File: src/rtl/seq_bist_pkg.sv
// Shared types and constants for the sequential pattern BIST controller.
// Holds the FSM state encoding, LFSR taps, MISR polynomial and default widths.
package seq_bist_pkg;

    localparam int LFSR_W_DEF = 8;
    localparam int MISR_W_DEF = 16;
    localparam int CNT_W_DEF  = 16;

    // Taps at bits 7,5,4,3 of the pattern LFSR (x^8 + x^6 + x^5 + x^4 + 1).
    localparam logic [7:0]  LFSR_TAPS = 8'hB8;
    localparam logic [15:0] MISR_POLY = 16'h1021;

    typedef enum logic [1:0] {
        ST_IDLE  = 2'd0,
        ST_RUN   = 2'd1,
        ST_DRAIN = 2'd2,
        ST_DONE  = 2'd3
    } bist_state_t;

endpackage

File: src/rtl/seq_bist_misr.sv
// Single-input signature register compacting the downstream response stream.
// A synchronous clear wins over enable so a new run always starts from zero.
module seq_bist_misr
    import seq_bist_pkg::*;
#(
    parameter int W = MISR_W_DEF
) (
    input  logic         clk,
    input  logic         reset,
    input  logic         enable,
    input  logic         din,
    input  logic         clear,
    output logic [W-1:0] sig
);

    logic [W-1:0] r_sig;
    logic [W-1:0] w_sig_next;
    logic         w_fb;

    always_comb begin
        w_fb       = r_sig[W-1] ^ din;
        w_sig_next = (r_sig << 1) ^ (w_fb ? W'(MISR_POLY) : '0);
    end

    always_ff @(posedge clk or posedge reset) begin
        if (reset) begin
            r_sig <= '0;
        end else if (clear) begin
            r_sig <= '0;
        end else if (enable) begin
            r_sig <= w_sig_next;
        end
    end

    assign sig = r_sig;

endmodule

File: src/rtl/seq_pattern_bist_ctrl.sv
// Drives LFSR patterns into a one-cycle-latency downstream stage and compacts its
// responses into a MISR, reporting pass/fail against a golden signature.
module seq_pattern_bist_ctrl
    import seq_bist_pkg::*;
#(
    parameter int LFSR_W = LFSR_W_DEF,
    parameter int MISR_W = MISR_W_DEF,
    parameter int CNT_W  = CNT_W_DEF
) (
    input  logic              blif_clk_net,
    input  logic              blif_reset_net,
    input  logic              start,
    input  logic              abort,
    input  logic [CNT_W-1:0]  num_patterns,
    input  logic [LFSR_W-1:0] seed,
    input  logic [MISR_W-1:0] expected_sig,
    input  logic              dut_resp,
    output logic              pat_in_1,
    output logic              pat_in_2,
    output logic              pat_in_5,
    output logic              busy,
    output logic              done,
    output logic              pass,
    output logic [MISR_W-1:0] signature
);

    bist_state_t       r_state;
    bist_state_t       w_state_next;
    logic [LFSR_W-1:0] r_lfsr;
    logic [LFSR_W-1:0] w_lfsr_next;
    logic [CNT_W-1:0]  r_cnt;
    logic [CNT_W-1:0]  w_cnt_next;
    logic [CNT_W-1:0]  r_num;
    logic [CNT_W-1:0]  w_num_next;
    logic [CNT_W-1:0]  w_last;
    logic              r_pass;
    logic              w_pass_next;
    logic              w_start_ok;
    logic              w_lfsr_fb;
    logic              w_misr_clear;
    logic              w_misr_en;
    logic              w_misr_fb;
    logic [MISR_W-1:0] w_misr_next;

    assign w_start_ok = start & ~abort;
    assign w_last     = r_num - CNT_W'(1);
    assign w_lfsr_fb  = ^(r_lfsr & LFSR_W'(LFSR_TAPS));

    // Signature value after the DRAIN capture, so pass can be registered on DONE entry.
    assign w_misr_fb   = signature[MISR_W-1] ^ dut_resp;
    assign w_misr_next = (signature << 1) ^ (w_misr_fb ? MISR_W'(MISR_POLY) : '0);

    always_ff @(posedge blif_clk_net or posedge blif_reset_net) begin
        if (blif_reset_net) begin
            r_state <= ST_IDLE;
            r_lfsr  <= LFSR_W'(1);
            r_cnt   <= '0;
            r_num   <= '0;
            r_pass  <= 1'b0;
        end else begin
            r_state <= w_state_next;
            r_lfsr  <= w_lfsr_next;
            r_cnt   <= w_cnt_next;
            r_num   <= w_num_next;
            r_pass  <= w_pass_next;
        end
    end

    always_comb begin
        w_state_next = r_state;
        w_lfsr_next  = r_lfsr;
        w_cnt_next   = r_cnt;
        w_num_next   = r_num;
        w_pass_next  = r_pass;
        w_misr_clear = 1'b0;
        w_misr_en    = 1'b0;

        case (r_state)
            ST_IDLE, ST_DONE: begin
                if (w_start_ok) begin
                    w_misr_clear = 1'b1;
                    w_cnt_next   = '0;
                    w_num_next   = num_patterns;
                    w_lfsr_next  = (seed == '0) ? LFSR_W'(1) : seed;
                    if (num_patterns == '0) begin
                        w_state_next = ST_DONE;
                        w_pass_next  = (expected_sig == '0);
                    end else begin
                        w_state_next = ST_RUN;
                        w_pass_next  = 1'b0;
                    end
                end
            end
            ST_RUN: begin
                if (abort) begin
                    w_state_next = ST_IDLE;
                    w_pass_next  = 1'b0;
                end else begin
                    // Response to the first pattern only arrives one cycle later.
                    w_misr_en   = (r_cnt != '0);
                    w_lfsr_next = {r_lfsr[LFSR_W-2:0], w_lfsr_fb};
                    if (r_cnt == w_last) begin
                        w_state_next = ST_DRAIN;
                    end else begin
                        w_cnt_next = r_cnt + CNT_W'(1);
                    end
                end
            end
            ST_DRAIN: begin
                if (abort) begin
                    w_state_next = ST_IDLE;
                    w_pass_next  = 1'b0;
                end else begin
                    w_misr_en    = 1'b1;
                    w_state_next = ST_DONE;
                    w_pass_next  = (w_misr_next == expected_sig);
                end
            end
            default: begin
                w_state_next = ST_IDLE;
            end
        endcase
    end

    seq_bist_misr #(
        .W(MISR_W)
    ) u_misr (
        .clk    (blif_clk_net),
        .reset  (blif_reset_net),
        .enable (w_misr_en),
        .din    (dut_resp),
        .clear  (w_misr_clear),
        .sig    (signature)
    );

    assign pat_in_1 = (r_state == ST_RUN) & r_lfsr[0];
    assign pat_in_2 = (r_state == ST_RUN) & r_lfsr[1];
    assign pat_in_5 = (r_state == ST_RUN) & r_lfsr[2];
    assign busy     = (r_state == ST_RUN) | (r_state == ST_DRAIN);
    assign done     = (r_state == ST_DONE);
    assign pass     = r_pass;

endmodule

File: config.mk
export PLATFORM = sky130hd
export DESIGN_NAME = seq_pattern_bist_ctrl
export DESIGN_NICKNAME = d
export VERILOG_FILES = /design/src/rtl/seq_bist_pkg.sv /design/src/rtl/seq_bist_misr.sv /design/src/rtl/seq_pattern_bist_ctrl.sv
export SDC_FILE = /design/constraint.sdc
export NUM_CORES = 1
export LEC_CHECK = 0
export CAP_MARGIN = 10
export CORE_MARGIN = 8
export CORE_UTILIZATION = 35
export DETAILED_ROUTE_END_ITERATION = 7
export GPL_ROUTABILITY_DRIVEN = 0
export PLACE_DENSITY = 0.61
export REMOVE_ABC_BUFFERS = 1
export SLEW_MARGIN = 25
export SYNTH_ARGS = -nofsm -noshare
export SYNTH_HDL_FRONTEND = slang
export SYNTH_SLANG_ARGS = --single-unit
File: constraint.sdc
create_clock -name blif_clk_net -period 4.8 [get_ports blif_clk_net]
set_input_delay 1.44 -clock blif_clk_net [delete_from_list [all_inputs] [get_ports blif_clk_net]]
set_output_delay 1.44 -clock blif_clk_net [all_outputs]
set_load 0.02 [all_outputs]
==> results of run 1 <==
-- routing by layer --
layer	wire (um)	up-vias	global-route usage [%]
met5	0	-	0
met4	74	0	3.56
met3	683	8	4.95
met2	4660	89	23.3
met1	4410	1538	16.9
li1	-	1564	-
-- synth_stat cells (all sizes together) (4+ instances only) --
| master | n | share of area (%) |
|---|---|---|
| a21oi | 13 | 1.8 |
| a22o | 14 | 3.3 |
| and2 | 5 | 0.85 |
| and3 | 4 | 0.68 |
| buf | 5 | 0.95 |
| clkbuf | 12 | 1.2 |
| dfrtp | 58 | 39 |
| ha | 6 | 2.0 |
| inv | 13 | 1.3 |
| mux2 | 17 | 5.3 |
| mux2i | 11 | 3.0 |
| nand2 | 31 | 3.1 |
| nand2b | 10 | 1.7 |
| nand3 | 14 | 1.9 |
| nand4 | 9 | 1.5 |
| nor2 | 14 | 1.4 |
| nor3 | 12 | 1.6 |
| nor4 | 16 | 2.9 |
| nor4b | 5 | 1.2 |
| o21ai | 11 | 1.6 |
| o31ai | 7 | 1.4 |
| or2 | 4 | 0.68 |
| or4 | 13 | 2.6 |
| xnor2 | 30 | 7.1 |
| xor2 | 9 | 2.1 |
-- flip-flops by register name (all words and copies together) (netlist names) --
signal	cells
r_cnt	16
r_lfsr	8
pass	1
r_state	2
r_num	16
u_misr.sig	16
-- worst reg2reg max path: cells and delay by family (launching register included) --
| kind | cells | cell delay, ns |
|---|---|---|
| compound gates | 2 | 0.75 |
| simple gates | 3 | 1.35 |
| xor+xnor | 1 | 0.07 |
| fa+ha+maj | 1 | 0.24 |
| flops | 1 | 0.45 |
| buf+inv | 1 | 0.09 |
| mux | 1 | 0.31 |
-- power groups by stage --
stage               clock network [mW]  logic (mW)  registers [mW]
global placement                     0        1.08           0.843
floorplan                            0       0.757           0.795
CTS                              0.429        1.10           0.839
global route                     0.454        1.21           0.864
finish                           0.420        1.09           0.838
detailed placement                   0        1.10           0.846
-- placed cells by master, fill, tap and decap left out, types with 3 or more instances in the layout --
master	count
clkdlybuf4s50_1	66
dfrtp_1	58
nand2_1	31
xnor2_1	30
mux2_2	16
nor4_1	15
nor2_1	14
a22o_1	14
nand3_1	14
a21oi_1	13
or4_1	13
nor3_1	12
inv_1	12
mux2i_1	11
clkbuf_8	11
nand2b_1	10
nand4_1	9
xor2_1	9
o21ai_0	9
o31ai_1	7
ha_1	6
nor4b_1	5
and2_1	5
buf_4	5
or2_2	4
and3_1	4
o2111ai_1	3
a2bb2oi_1	3
a222oi_1	3
clkinv_2	3
-- cell type report --
class                           instances  area (um^2)  area share, %
Clock buffer                           12          155           3.32
Clock inverter                          4         25.0          0.536
Inverter                               13         50.0           1.07
Multi-Input combinational cell        292         2090           44.8
Sequential cell                        59         1480           31.7
Tap cell                              136          170           3.65
Timing Repair Buffer                   71          698           15.0
-- path summary, 6_finish.rpt --
check	end	slack [ns]
worst max-delay path	busy	1.25
worst min-delay path	r_lfsr[0]	0.48
worst max register to register	r_state[1]	1.44
worst min register to register	r_lfsr[0]	0.48
max in group asynchronous	r_lfsr[0]	2.50
min in group asynchronous	r_num[11]	1.52
-- cells by family (layout without fill, tap and decap cells) --
| kind of cell | after synthesis | in the layout | share of synthesized area, % |
|---|---|---|---|
| AOI/OAI and AO/OA | 71 | 71 | 14.4 |
| muxes | 28 | 28 | 8.26 |
| DFF | 59 | 59 | 40.0 |
| xor gates and xnor gates | 39 | 39 | 9.24 |
| adders and majority gates | 6 | 6 | 2.03 |
| and+or+nand+nor | 148 | 148 | 22.6 |
| buffers and inverters | 30 | 100 | 3.49 |
-- stage by stage --
step           std cells  cell area, um^2  setup slack, ns  hold WS (ns)
2_1_floorplan        364             3620             1.91         0.443
3_3_place_gp         571             4490             1.24         0.461
3_5_place_dp         571             4490             1.17         0.466
4_1_cts              587             4670             1.23         0.478
5_1_grt              587             4670             1.14         0.496
6_report             587             4670             1.25         0.477
==> results.yml, run 1 <==
logic_synthesis:
  synth_ff_type: "dfrtp_1"
  synth-edff-count: 0
  syn_inst: 381
  syn_avg_cell_area_um2: 9.70
  synth_cell_types: 55
  postSynth.asyncResetShare_pct: 100
  ys_ff_latch: 59
  yosys_warnings: 0
  ys_seq_area_share_pct: 40.0
  synth_area_mm2: 0.00370
floorplan:
  rows: 37
  die_area_mm2: 0.0141
  die_x_um: 119
  fp.dieH_um: 119
  ios: 67
  start_util_pct: 36.0
  fp.coreArea_mm2: 0.0103
setup_path:
  path_cells: "inv_1 > ha_1 > inv_1 > clkdlybuf4s50_1"
  reg2reg_from: "r_num[0]"
  endpoint_kind: "output port"
  worst_setup_path_start_kind: "flip-flop"
  cp_data_arrival_time_ns: 2.11
  path_max_fanout: 7
  critical_path_class: "reg -> out"
  critPathSlowestCell: "clkdlybuf4s50_1"
  cp-startpoint: "r_state[0]"
  ff2ff_path_depth: 9
  path_depth: 4
  path_buf_inv: 3
  worstPathRequired_ns: 3.36
  slowest_delay_ns: 0.67
  cpLargestDelayFamily: "buffers and inverters"
  cpMostUsedCell: "inv_1"
cells_and_area:
  finalNetCount: 497
  n_fill_cell: 1029
  layout-drive-gt1-share_pct: 10.9
  area_delta_synth_final_pct: 26.2
  n_antenna_cell: 0
  final_util_pct: 45.4
timing:
  fin_crit_sh_pct: 73.9
  setup_viol: 0
  worst_pin_slew_ns: 0.747
  period_needed_ns: 3.55
  hold_violations: 0
  fmax_mhz: 282
  slew_viol_final: 0
  setup_tns_ns: 0
  clock_skew_ns: 0.00707
  relSlewSlack_pct: 50.2
  rsz0062_at_grt: "false"
detailed_routing:
  ant_nets: 0
  dr.first_iter.drc_count: 174
  routed_via_density: 5.45
  drt_pass1_iterations: 4
  drc_errors: 0
  vias: 3199
  wire_per_inst_um: 16.7
  totalWireLength_um: 9820
worst_hold_path:
  worstHoldStart: "r_lfsr[0]"
  min_delay_path_depth: 2
  hold_path_class: "reg -> reg"
run:
  cap_violations: 0
cts:
  path_clk_slew_ns: 0.07
  clk_latency_ns: 0.34
  clk_path_buf_depth: 2
  cts_tree: "built"
  postCtsSetupBuffers: 0
  ctsHoldBuffers: 0
  numCtsBuffers: 9
  ctsResizeCount: 0
  htreeDepth: 3
  clock-root-buffer: "clkbuf_8"
  clock_sinks: 59
grt:
  grt_pass1_vias: 3358
  antenna_found_initial: 0
  grt_usage_pct: 14.0
  grt_pass1_wl_um: 16500
  overflow: 0
  grt_start_max_net_pins: 44
place:
  place_hpwl_um: 7380
  placement.io_buffers: 66
pwr:
  cellPowerDensity_mw_per_mm2: 504
  switching_share_pct: 42.6
  p_leak_nw: 1.85
  p_comb_share_pct: 46.5
  power.internal_mw: 1.35
  power.switching_mw: 1.00
  pwr-share-clk_pct: 17.8
  p_seq_share_pct: 35.6
  finalPower_mw: 2.35
  max-vdd-ir-drop_v: 0.000265
outcome:
  outcome: "completed"
Note: power is estimated with default switching activity, not from simulation.
==> run 2: changes to the inputs <==
==> constraint.sdc (replaced) <==
create_clock -name blif_clk_net -period 3.4 [get_ports blif_clk_net]
set_input_delay 1.02 -clock blif_clk_net [delete_from_list [all_inputs] [get_ports blif_clk_net]]
set_output_delay 1.02 -clock blif_clk_net [all_outputs]
set_load 0.02 [all_outputs]
==> results.yml, run 2 (synthesized netlist as in run 1, its figures left out) <==
cts:
  clk_path_buf_depth: 2
  clk_latency_ns: 0.34
  clock_sinks: 59
  ctsHoldBuffers: 0
  htreeDepth: 3
  clock-root-buffer: "clkbuf_8"
  cts_tree: "built"
  path_clk_slew_ns: 0.07
  numCtsBuffers: 9
timing:
  rsz0062_at_grt: "false"
  fmax_mhz: 313
  fin_crit_sh_pct: 93.9
  setup_tns_ns: 0
  relSlewSlack_pct: 56.7
  hold_violations: 0
  period_needed_ns: 3.19
  clock_skew_ns: 0.00831
  slew_viol_final: 0
  worst_pin_slew_ns: 0.640
  setup_viol: 0
detailed_routing:
  dr.first_iter.drc_count: 155
  routed_via_density: 5.53
  vias: 3271
  totalWireLength_um: 10200
  drc_errors: 0
  drt_pass1_iterations: 4
  ant_nets: 0
  wire_per_inst_um: 17.3
cells_and_area:
  n_fill_cell: 1049
  n_antenna_cell: 0
  final_common_cell: "clkdlybuf4s50_1"
  area_delta_synth_final_pct: 28.9
  regArea_mm2: 0.00148
  layout-drive-gt1-share_pct: 11.9
  finalNetCount: 501
  final_cell_mix: "66 x clkdlybuf4s50_1, 58 x dfrtp_1, 31 x nand2_1"
  multi_input_area_mm2: 0.00211
  instances_no_fill: 591
grt:
  antenna_found_initial: 0
  grt_pass1_wl_um: 17500
  grt_usage_pct: 14.8
  busiest_layer: "met2"
  grt_pass1_vias: 3541
  grt_start_max_net_pins: 34
  gr-usage-met2_pct: 24.0
  overflow: 0
  met1_usage_pct: 18.4
  use_met3_pct: 5.24
setup_path:
  reg2reg_from: "r_num[0]"
  ff2ff_path_depth: 8
  critPathSlowestCell: "or4b_2"
  cp_data_arrival_time_ns: 3.41
  endpoint_kind: "flip-flop"
  rrSetupSlack_ns: 0.21
  path_cells: "inv_1 > ha_1 > or4b_2 > a2111o_1 > a32oi_1 > o2111a_2 > o21ai_2 > mux2_4"
  path_max_fanout: 13
  cp-startpoint: "r_num[0]"
  crit_end: "r_state[1]"
  critical_path_class: "reg -> reg"
  slowest_delay_ns: 0.67
  worstPathRequired_ns: 3.62
  worst_setup_path_start_kind: "flip-flop"
  r2r-end: "r_state[1]"
place:
  place_hpwl_um: 7500
  dp.cells: 574
  placement.io_buffers: 66
floorplan:
  rows: 37
  die_x_um: 119
  die_area_mm2: 0.0141
  ios: 67
  fp.coreArea_mm2: 0.0103
  fp.dieH_um: 119
  start_util_pct: 36.0
pwr:
  finalPower_mw: 3.50
  cellPowerDensity_mw_per_mm2: 734
  p_leak_nw: 1.91
  max-vdd-ir-drop_v: 0.000392
outcome:
  outcome: "completed"
worst_hold_path:
  worstHoldStart: "r_lfsr[0]"
  hold_path_class: "reg -> reg"
run:
  cap_violations: 0
## run 2: how the worst min path moves through the flow
stage                            to  cells past startpoint  slack (ns)
final                     r_lfsr[0]                      2        0.47
after CTS                 r_lfsr[0]                      2        0.47
after global routing      r_lfsr[0]                      2        0.49
after detailed placement  r_lfsr[0]                      2        0.46
after floorplan           r_lfsr[0]                      2        0.44
after global placement    r_lfsr[0]                      2        0.46
## run 2: cell type report
type | count | area share [%]
inverter | 13 | 1.02
clock buffer | 11 | 3.18
tap | 136 | 3.57
multi-input combinational | 293 | 44.2
timing repair buffer | 74 | 15.4
clock inverter | 5 | 1.58
sequential | 59 | 31.0
## run 2: report_power, final
group          switching (mW)  total (mW)  internal, mW
registers               0.280        1.18         0.899
logic                   0.873        1.59         0.719
clock network           0.279       0.728         0.449
total                    1.43        3.50          2.07
## run 2: per-stage QoR
stage / setup WS (ns) / hold slack (ns) / instance area [um^2] / util, %
6_report: 0.208 / 0.470 / 4760 / 46.4
5_1_grt: 0.0746 / 0.494 / 4760 / 46.4
4_1_cts: 0.203 / 0.471 / 4750 / 46.2
3_5_place_dp: 0.205 / 0.459 / 4520 / 44.0
3_3_place_gp: 0.337 / 0.462 / 4520 / 44.0
2_1_floorplan: 0.524 / 0.443 / 3620 / -
## run 2: layer usage
layer  part of all wire [%]  vias to the layer above
met2                     48                      101
met4                    1.1                        0
li1                       -                     1579
met3                    6.4                       15
met1                     45                     1576
met5                      0                        -
## run 2: critical path: cells and delay by family (launching register included)
kind,cells,cell delay (ns)
flops,1,0.44
fa+ha+maj,1,0.23
buf+inv,1,0.08
compound gates,4,1.35
simple gates,1,0.67
mux,1,0.30
## run 2: repair_timing
| item | CTS | global route |
|---|---|---|
| gates resized for setup | 0 | 1 |
| setup endpoints to repair | 0 | 4 |
| setup buffers | 0 | 0 |
==> run 3: changes to the inputs <==
--- a/config.mk
+++ b/config.mk
@@ -8,6 +8,7 @@
 export CAP_MARGIN = 10
 export CORE_MARGIN = 8
 export CORE_UTILIZATION = 35
+export CTS_CLUSTER_SIZE = 14
 export DETAILED_ROUTE_END_ITERATION = 7
 export GPL_ROUTABILITY_DRIVEN = 0
 export PLACE_DENSITY = 0.61
==> results of run 3 <==
Same layout as run 2: the final DEF is identical, and so are final timing and power.
